[config.mk]
export PLATFORM = sky130hd
export DESIGN_NAME = pulse_gen_multi
export DESIGN_NICKNAME = d
export VERILOG_FILES = /design/src/rtl/pulse_gen_multi.sv
export SDC_FILE = /design/constraint.sdc
export NUM_CORES = 1
export LEC_CHECK = 0
export CORE_MARGIN = 2
export CORE_UTILIZATION = 63
export DETAILED_ROUTE_END_ITERATION = 10
export PLACE_DENSITY_LB_ADDON = 0.05
export SLEW_MARGIN = 20
export SYNTH_ARGS = -nofsm -noshare
export SYNTH_HDL_FRONTEND = slang
export SYNTH_SLANG_ARGS = --single-unit
[constraint.sdc]
create_clock -name clk -period 5.23 [get_ports clk]
set_clock_uncertainty 0.15 [all_clocks]
set_input_delay 0.523 -clock clk [delete_from_list [all_inputs] [get_ports clk]]
set_output_delay 0.523 -clock clk [all_outputs]
set_load 0.02 [all_outputs]
[src/rtl/pulse_gen_multi.sv]
// pulse_gen_multi
//
// Conditions raw push-button levels into clean single-cycle enables.
// Each channel has its own two-flop synchroniser, an integrating debouncer,
// an edge-selectable one-pulse generator and an optional auto-repeat engine.
// All channels share one clock, one reset and the parameter set.
//
// Ports
//   clk          system clock, every flop updates on the rising edge
//   rst          asynchronous, active-high reset
//   btn_i        raw, asynchronous button levels, one bit per channel
//   rep_en_i     auto-repeat enable, synchronous, common to all channels
//   pulse_o      one-cycle enable per detected edge or repeat, per channel
//   level_o      debounced button level, per channel
//   any_pulse_o  OR of pulse_o, registered in the same cycle as pulse_o
//
// Auto-repeat FSM (per channel, active only when EDGE_MODE == 0)
//   state     | meaning
//   ----------+---------------------------------------------------------
//   ST_IDLE   | debounced level is idle, nothing pending
//   ST_HOLD   | button held, timing the initial HOLD_CYCLES delay
//   ST_REPEAT | button held, emitting a pulse every REPEAT_CYCLES
//
// With EDGE_MODE != 0 the FSM only tracks IDLE/HOLD and its counter stays 0.

module pulse_gen_multi #(
    parameter int   CHANNELS        = 4,
    parameter int   DEBOUNCE_CYCLES = 4,
    parameter int   HOLD_CYCLES     = 8,
    parameter int   REPEAT_CYCLES   = 4,
    parameter int   EDGE_MODE       = 0,
    parameter logic IDLE_LEVEL      = 1'b0
) (
    input  logic                clk,
    input  logic                rst,
    input  logic [CHANNELS-1:0] btn_i,
    input  logic                rep_en_i,
    output logic [CHANNELS-1:0] pulse_o,
    output logic [CHANNELS-1:0] level_o,
    output logic                any_pulse_o
);

    localparam int DB_W   = $clog2((DEBOUNCE_CYCLES > 2) ? DEBOUNCE_CYCLES : 2);
    localparam int RP_MAX = (HOLD_CYCLES > REPEAT_CYCLES) ? HOLD_CYCLES : REPEAT_CYCLES;
    localparam int RP_W   = $clog2(RP_MAX);

    localparam logic [DB_W-1:0] DB_LAST   = DB_W'(DEBOUNCE_CYCLES - 1);
    localparam logic [RP_W-1:0] HOLD_LAST = RP_W'(HOLD_CYCLES - 1);
    localparam logic [RP_W-1:0] REP_LAST  = RP_W'(REPEAT_CYCLES - 1);

    localparam bit REPEAT_ON = (EDGE_MODE == 0);

    typedef enum logic [1:0] {
        ST_IDLE   = 2'd0,
        ST_HOLD   = 2'd1,
        ST_REPEAT = 2'd2
    } rep_state_t;

    // Next-cycle pulse per channel; registered below into pulse_o and any_pulse_o
    logic [CHANNELS-1:0] pulse_nxt;

    for (genvar g = 0; g < CHANNELS; g++) begin : g_ch
        logic            sync_q1;
        logic            sync_q2;
        logic            level_q;
        logic [DB_W-1:0] db_cnt;
        logic [RP_W-1:0] rep_cnt;
        rep_state_t      state;

        logic differ;
        logic flip;
        logic press;
        logic rel;
        logic edge_hit;
        logic rep_hit;

        assign differ = (sync_q2 != level_q);

        // The level flips on the edge where the synchronised input has
        // disagreed with it for DEBOUNCE_CYCLES consecutive edges.
        assign flip  = differ && (db_cnt == DB_LAST);
        assign press = flip && (level_q == IDLE_LEVEL);
        assign rel   = flip && (level_q != IDLE_LEVEL);

        assign edge_hit = (EDGE_MODE == 0) ? press :
                          (EDGE_MODE == 1) ? rel   : flip;

        // A release on the same edge as a due repeat suppresses the repeat.
        assign rep_hit = REPEAT_ON && rep_en_i && !rel &&
                         (((state == ST_HOLD)   && (rep_cnt == HOLD_LAST)) ||
                          ((state == ST_REPEAT) && (rep_cnt == REP_LAST)));

        assign pulse_nxt[g] = edge_hit | rep_hit;
        assign level_o[g]   = level_q;

        always_ff @(posedge clk or posedge rst) begin
            if (rst) begin
                sync_q1 <= IDLE_LEVEL;
                sync_q2 <= IDLE_LEVEL;
                level_q <= IDLE_LEVEL;
                db_cnt  <= '0;
                rep_cnt <= '0;
                state   <= ST_IDLE;
            end else begin
                sync_q1 <= btn_i[g];
                sync_q2 <= sync_q1;

                if (!differ) begin
                    db_cnt <= '0;
                end else if (flip) begin
                    db_cnt  <= '0;
                    level_q <= ~level_q;
                end else begin
                    db_cnt <= db_cnt + 1'b1;
                end

                case (state)
                    ST_IDLE: begin
                        if (press) begin
                            state   <= ST_HOLD;
                            rep_cnt <= '0;
                        end
                    end
                    ST_HOLD: begin
                        if (rel) begin
                            state   <= ST_IDLE;
                            rep_cnt <= '0;
                        end else if (!REPEAT_ON || !rep_en_i) begin
                            // Disabled repeat restarts the full hold delay later
                            rep_cnt <= '0;
                        end else if (rep_cnt == HOLD_LAST) begin
                            state   <= ST_REPEAT;
                            rep_cnt <= '0;
                        end else begin
                            rep_cnt <= rep_cnt + 1'b1;
                        end
                    end
                    ST_REPEAT: begin
                        if (rel) begin
                            state   <= ST_IDLE;
                            rep_cnt <= '0;
                        end else if (!rep_en_i) begin
                            state   <= ST_HOLD;
                            rep_cnt <= '0;
                        end else if (rep_cnt == REP_LAST) begin
                            rep_cnt <= '0;
                        end else begin
                            rep_cnt <= rep_cnt + 1'b1;
                        end
                    end
                    default: begin
                        state   <= ST_IDLE;
                        rep_cnt <= '0;
                    end
                endcase
            end
        end
    end

    always_ff @(posedge clk or posedge rst) begin
        if (rst) begin
            pulse_o     <= '0;
            any_pulse_o <= 1'b0;
        end else begin
            pulse_o     <= pulse_nxt;
            any_pulse_o <= |pulse_nxt;
        end
    end

endmodule

==> results of run 1 <==
## cell families (layout without fill, tap and decap cells)
group / count (synthesis) / after routing
multiplexers: 8 / 8
AND/OR/NAND/NOR: 48 / 48
buffers and inverters: 44 / 60
XOR/XNOR: 4 / 4
AO/OA/AOI/OAI: 63 / 63
flip-flops: 45 / 45
adder cells (fa/ha/maj): 35 / 35
## worst max-delay path, cell delays in order
cell                              delay (ps)
sky130_fd_sc_hd__clkdlybuf4s50_1         880
sky130_fd_sc_hd__nand3_1                 150
sky130_fd_sc_hd__a22o_1                  240
sky130_fd_sc_hd__a21oi_1                 200
sky130_fd_sc_hd__mux2_1                  350
## metrics by stage
stage | area, um2 | util (%)
2_1_floorplan | 2539 | -
3_3_place_gp | 2708 | 68.68
3_5_place_dp | 2708 | 68.68
4_1_cts | 2824 | 71.63
5_1_grt | 2824 | 71.63
6_report | 2824 | 71.63
## cell usage in the layout, fill, tap and decap left out, drive strengths merged, types with 2 or more instances in the layout
cell           Yosys  final
mux2i              2      2
o311ai             3      3
nor3               5      5
nor2               5      5
nand3              3      3
o211ai             3      3
o31ai              7      7
clkinv             2      2
nor2b              4      4
xnor2              4      4
o21a               3      3
mux2               6      6
dfrtp             45     45
nand3b             7      7
clkbuf             1      7
nand2             20     20
a21oi             10     10
a22o               6      6
a21o               2      2
a22oi              7      7
o2bb2ai            2      2
inv               34     34
a21boi             2      2
clkdlybuf4s50      0     15
o21ai             13     13
ha                35     35
## path summary, 6_finish.rpt
path | slack, ps | to | start | depth (start not counted)
worst max-delay path | 2920 | g_ch[0].state[0] | rep_en_i | 5
worst min-delay path | 200 | g_ch[1].sync_q2 | g_ch[1].sync_q1 | 0
worst max register to register | 3110 | any_pulse_o | g_ch[2].rep_cnt[0] | 6
worst min register to register | 200 | g_ch[1].sync_q2 | g_ch[1].sync_q1 | 0
max in group asynchronous | 3780 | g_ch[1].state[1] | rst | 2
min in group asynchronous | 580 | pulse_o[0] | rst | 2
## state kept, by name, summed over array words and instances, names as in the netlist
| name | count |
|---|---|
| g_ch.db_cnt | 8 |
| g_ch.sync_q2 | 4 |
| g_ch.rep_cnt | 12 |
| pulse_o | 4 |
| any_pulse_o | 1 |
| g_ch.level_q | 4 |
| g_ch.state | 8 |
| g_ch.sync_q1 | 4 |
## power breakdown
group	leakage [nW]	switching [mW]	internal, mW
Clock	0.0585	0.123	0.156
Sequential	0.581	0.0843	0.439
Combinational	0.690	0.299	0.248
Total	1.33	0.506	0.843
## layout make-up
class / count / area (um2) / area share (%)
Timing Repair Buffer: 15 / 150.1 / 5.317
Clock buffer: 7 / 86.33 / 3.057
Clock inverter: 1 / 30.03 / 1.063
Multi-Input combinational cell: 158 / 1229 / 43.51
Tap cell: 50 / 62.56 / 2.215
Inverter: 37 / 140.1 / 4.962
Sequential cell: 45 / 1126 / 39.88
## layer usage
| layer | part of all wire [%] | vias up | track usage [%] | wire, um |
|---|---|---|---|---|
| li1 | - | 885 | - | - |
| met1 | 48 | 866 | 26.88 | 2047 |
| met2 | 47 | 38 | 33.95 | 2010 |
| met3 | 3.8 | 6 | 6.000 | 165 |
| met4 | 1.5 | 0 | 8.929 | 65 |
| met5 | 0 | - | 0 | 0 |
==> parameters.txt, run 1 <==
Parameter                              Value

Place
  Weighted congestion at the end of routability-driven global placement ... 0.8961
  Post-place setup slack ... 2632 ps
  Placed Cells incl. Taps ... 305
  Port-buffer cells ... 15
  Final HPWL DP ... 3012 um

Hold path
  Min-delay worst type ... reg2reg

Detailed routing
  Number of remaining DRC errors ... 0
  Average wire per standard cell ... 13.70 um
  Drt initial violations ... 109
  Ratio of routed vias to standard cells ... 5.735
  Routed via count ... 1795
  Final ANT Viol Nets ... 0
  Final routed wirelength across all metal layers ... 4289 um
  First-pass detailed-route iteration total ... 4

Clock tree
  Clock latency at the later pin of the worst-skew pair ... 300 ps
  Post-cts hold buffer count ... 0
  TritonCTS Buffers ... 5
  Post-CTS setup-driven buffer insertion count ... 0
  Clock tree from TritonCTS ... built
  Clock sink total ... 45
  CTS clock-pin slew for the worst setup and hold paths ... 90 ps
  Root buf cell ... sky130_fd_sc_hd__clkbuf_8
  Maximum buffer depth of the clock tree ... 2
  Post-cts gate resize count ... 0
  Depth of the CTS H-tree ... 2

Status
  Result of the run ... finished, final reports clean

Final layout
  Antenna diode count ... 0
  Area added between synthesis and finish ... 11.24%
  Non-Filler Instances ... 313
  Fin nets ... 304
  Number of fill cells ... 302
  Fraction of layout instances using a drive strength above 1 ... 4.943%

Synthesis
  Cell taking the most area after synthesis ... sky130_fd_sc_hd__dfrtp_1
  Unique cell type count in the Yosys netlist ... 42
  XOR/XNOR Fraction of Synth Area ... 1.380%
  Number of nets produced by synthesis ... 289
  Largest family of logic cells by synthesized area ... adder cells
  Compound-Gate Fraction of Synth Area ... 16.95%
  Mean cell area of the mapped netlist ... 10.28 um2
  Top post-synthesis cells by count ... sky130_fd_sc_hd__dfrtp_1, sky130_fd_sc_hd__ha_1, sky130_fd_sc_hd__inv_1, sky130_fd_sc_hd__nand2_1, sky130_fd_sc_hd__a21oi_1
  Area share of and/or/nand/nor cells after synthesis ... 9.364%
  Most frequently used cell type in the post-synthesis netlist ... sky130_fd_sc_hd__dfrtp_1
  Netlist area before placement ... 0.002539 mm2
  Seq cells post-synth ... 45
  Cell count after synthesis ... 247
  Post-synthesis sequential area ratio ... 44.36%
  Fraction of post-synthesis cell area in the top cell type by area ... 44.36%
  Biggest area contributors in the synthesized netlist ... sky130_fd_sc_hd__dfrtp_1, sky130_fd_sc_hd__ha_1, sky130_fd_sc_hd__inv_1, sky130_fd_sc_hd__nand2_1, sky130_fd_sc_hd__mux2_1
  Synth async-reset ratio ... 100.0%
  Fraction of the mapped netlist area in adder cells ... 17.25%
  Dominant register cell in the synthesized netlist ... sky130_fd_sc_hd__dfrtp_1
  Mux contribution to synthesized area ... 3.450%
  Number of synthesized flops with an enable pin ... 0
  Count of yosys warnings during synthesis ... 0

Timing
  Post-layout minimum cycle time ... 2306 ps
  Final total negative setup slack ... 0 ps
  Total of endpoints with negative setup slack in the final report ... 0
  Total count of hold-check failures in the final report ... 0
  Period Utilization, post-route ... 44.09%
  Post-route worst setup slack ... 2924 ps
  Relative slew slack ... 39.47%
  Worst-Margin Slew ... 906.7 ps
  Setup repair after global routing missed its margin ... false
  Max Freq ... 433.7 MHz
  Max Transition Viols Final ... 0
  Post-route worst hold slack ... 203.8 ps

Floorplan
  Core Region ... 0.003943 mm2
  Die Width ... 67.48 um
  Number of top-level pins ... 16
  Die Ht ... 67.48 um
  Starting Density ... 64.39%
  Standard-cell rows ... 23
  Die Footprint ... 0.004554 mm2

Worst setup path
  Data required, critical path ... 5270 ps
  Endpoint kind of the worst setup timing path ... flip-flop
  CP arrival ... 2350 ps
  Worst-path fanout max ... 17
  Crit path launch type ... primary input
  Type of the setup path with the least slack ... in2reg

GRT
  Initial antenna violation count ... 0
  Largest net degree at the start of global routing ... 46
  Overall overflow remaining after global route ... 0
  Vias in the first global route ... 1653
  Gr usage total ... 21.20%
  Global-route wire length before repair ... 7162 um

Power and ir drop
  Pwr Total ... 1.349 mW
  VDD IR-drop max ... 0.2660 mV
  Power Density ... 477.8 mW/mm2
  Leakage Power ... 1.329 nW

Run
  Max-Cap Viols ... 0
(Power assumes the default switching activity.)
==> inputs of run 2 (changes only) <==
CORE_UTILIZATION = 59   (was 63)
clock period = 2.2 ns   (was 5.23 ns; I/O delays follow)
==> parameters.txt, run 2 (synthesized netlist as in run 1, its figures left out) <==
Parameter                              Value

Detailed routing
  Ratio of routed vias to standard cells ... 5.521
  Met3 WL ... 121 um
  Met1 wire length ... 2037 um
  Average wire per standard cell ... 13.46 um
  Drt initial violations ... 81
  Top Metal Used ... met4
  Number of remaining DRC errors ... 0
  Final routed wirelength across all metal layers ... 4267 um
  Final ANT Viol Nets ... 0
  First-pass detailed-route iteration total ... 4
  Detailed-routed wire length on met2 ... 2063 um
  Routed via count ... 1750

Final layout
  Number of flip-flops under the largest register name ... 12
  Antenna diode count ... 0
  Fin nets ... 309
  Most common cell after layout, fill and taps aside ... sky130_fd_sc_hd__dfrtp_1
  Non-Filler Instances ... 317
  Fraction of layout instances using a drive strength above 1 ... 6.367%
  Leading registers by flop count ... g_ch.rep_cnt x12, g_ch.db_cnt x8, g_ch.state x8
  Top library cells by usage in the layout, fill and taps aside ... sky130_fd_sc_hd__dfrtp_1, sky130_fd_sc_hd__ha_1, sky130_fd_sc_hd__inv_1
  Area added between synthesis and finish ... 12.03%
  Register with the most flip-flops ... g_ch.rep_cnt

GRT
  Largest net degree at the start of global routing ... 34
  Initial antenna violation count ... 0
  Vias in the first global route ... 1771
  Overall overflow remaining after global route ... 0
  Gr usage total ... 19.58%
  Global-route wire length before repair ... 7638 um

Place
  Port-buffer cells ... 15
  Weighted congestion at the end of routability-driven global placement ... 0.8559
  Final HPWL DP ... 3198 um
  Placed Cells incl. Taps ... 310
  Post-place setup slack ... 126.3 ps

Timing
  Period Utilization, post-route ... 94.06%
  Total of endpoints with negative setup slack in the final report ... 0
  Setup repair after global routing missed its margin ... false
  Final total negative setup slack ... 0 ps
  Total count of hold-check failures in the final report ... 0
  Post-route worst setup slack ... 130.7 ps
  Max Freq ... 483.2 MHz
  Max Transition Viols Final ... 0
  Post-route worst hold slack ... 38.67 ps
  Relative slew slack ... 77.55%
  Post-layout minimum cycle time ... 2069 ps
  Worst-Margin Slew ... 335.3 ps

Worst setup path
  Path depth of the worst reg2reg path ... 6
  Largest stage delay, worst path ... 520 ps
  Endpoint kind of the worst setup timing path ... flip-flop
  CP cell instances ... ha_1, ha_1, a22o_1, o311ai_1, o21ai_1, or4_1
  Crit path launch type ... flip-flop
  Crit Reg-Reg Endpoint ... any_pulse_o
  Data required, critical path ... 2220 ps
  CP arrival ... 2090 ps
  Buf+Inv Stages, Crit Path ... 0
  Family of cells with the greatest summed delay on the critical path ... simple AND/OR/NAND/NOR gates
  Worst reg-to-reg setup slack ... 130 ps
  Type of the setup path with the least slack ... reg2reg
  Worst-path fanout max ... 3
  Reg-to-reg critical path startpoint ... g_ch[2].rep_cnt[0]
  Most frequent cell on the critical path ... sky130_fd_sc_hd__ha_1
  Worst path slowest cell ... sky130_fd_sc_hd__or4_1

Run
  Max-Cap Viols ... 0

Power and ir drop
  Power Density ... 1079 mW/mm2
  Pwr Total ... 3.067 mW
  Leakage Power ... 1.344 nW
  VDD IR-drop max ... 0.6342 mV

Clock tree
  Post-CTS setup-driven buffer insertion count ... 0
  Maximum buffer depth of the clock tree ... 2
  TritonCTS Buffers ... 5
  Post-cts hold buffer count ... 0
  Clock tree from TritonCTS ... built
  Post-cts gate resize count ... 0
  Root buf cell ... sky130_fd_sc_hd__clkbuf_8
  Clock sink total ... 45
  Depth of the CTS H-tree ... 2
  CTS clock-pin slew for the worst setup and hold paths ... 80 ps
  Clock latency at the later pin of the worst-skew pair ... 290 ps

Floorplan
  Die Footprint ... 0.004843 mm2
  Standard-cell rows ... 23
  Number of top-level pins ... 16
  Die Ht ... 69.60 um
  Starting Density ... 62.57%
  Die Width ... 69.60 um
  Core Region ... 0.004058 mm2

Hold path
  Min-delay worst type ... in2async

Status
  Result of the run ... finished, final reports clean
[run 2: per-layer routing]
layer | GRT usage [%] | up-vias
li1 | - | 887
met1 | 24.31 | 837
met2 | 34.08 | 21
met3 | 4.651 | 5
met4 | 5.447 | 0
met5 | 0 | -
[run 2: through the flow]
step | cell area [um2] | utilization [%]
6_report | 2844 | 70.09
5_1_grt | 2844 | 70.09
4_1_cts | 2844 | 70.09
3_5_place_dp | 2758 | 67.96
3_3_place_gp | 2758 | 67.96
2_1_floorplan | 2539 | -
[run 2: worst max path at each step]
stage | startpoint | end | slack (ps) | depth (start not counted)
2_1_floorplan | g_ch[3].rep_cnt[0] | any_pulse_o | 230 | 6
3_5_place_dp | g_ch[3].rep_cnt[0] | any_pulse_o | 130 | 6
6_report | g_ch[2].rep_cnt[0] | any_pulse_o | 130 | 6
3_3_place_gp | g_ch[3].rep_cnt[0] | any_pulse_o | 180 | 6
4_1_cts | g_ch[3].rep_cnt[0] | any_pulse_o | 110 | 6
5_1_grt | g_ch[3].rep_cnt[0] | any_pulse_o | 0.9 | 6
[run 2: worst reg2reg max path, cell delays in order, from the launching register on]
cell and delay [ps]:
sky130_fd_sc_hd__dfrtp_1 400, sky130_fd_sc_hd__ha_1 240, sky130_fd_sc_hd__ha_1 220, sky130_fd_sc_hd__a22o_1 220, sky130_fd_sc_hd__o311ai_1 80, sky130_fd_sc_hd__o21ai_1 120
sky130_fd_sc_hd__or4_1 520
[run 2: final cells by class]
type	count	area, um2
clock buffer	7	86.33
inverter	37	140.1
timing repair buffer	20	200.2
sequential	45	1126
tap	50	62.56
fill	323	1214
multi-input combinational	158	1229
[run 2: report_power, final]
group | switching (mW) | internal, mW
combinational | 0.700 | 0.614
clock | 0.264 | 0.250
sequential | 0.196 | 1.04
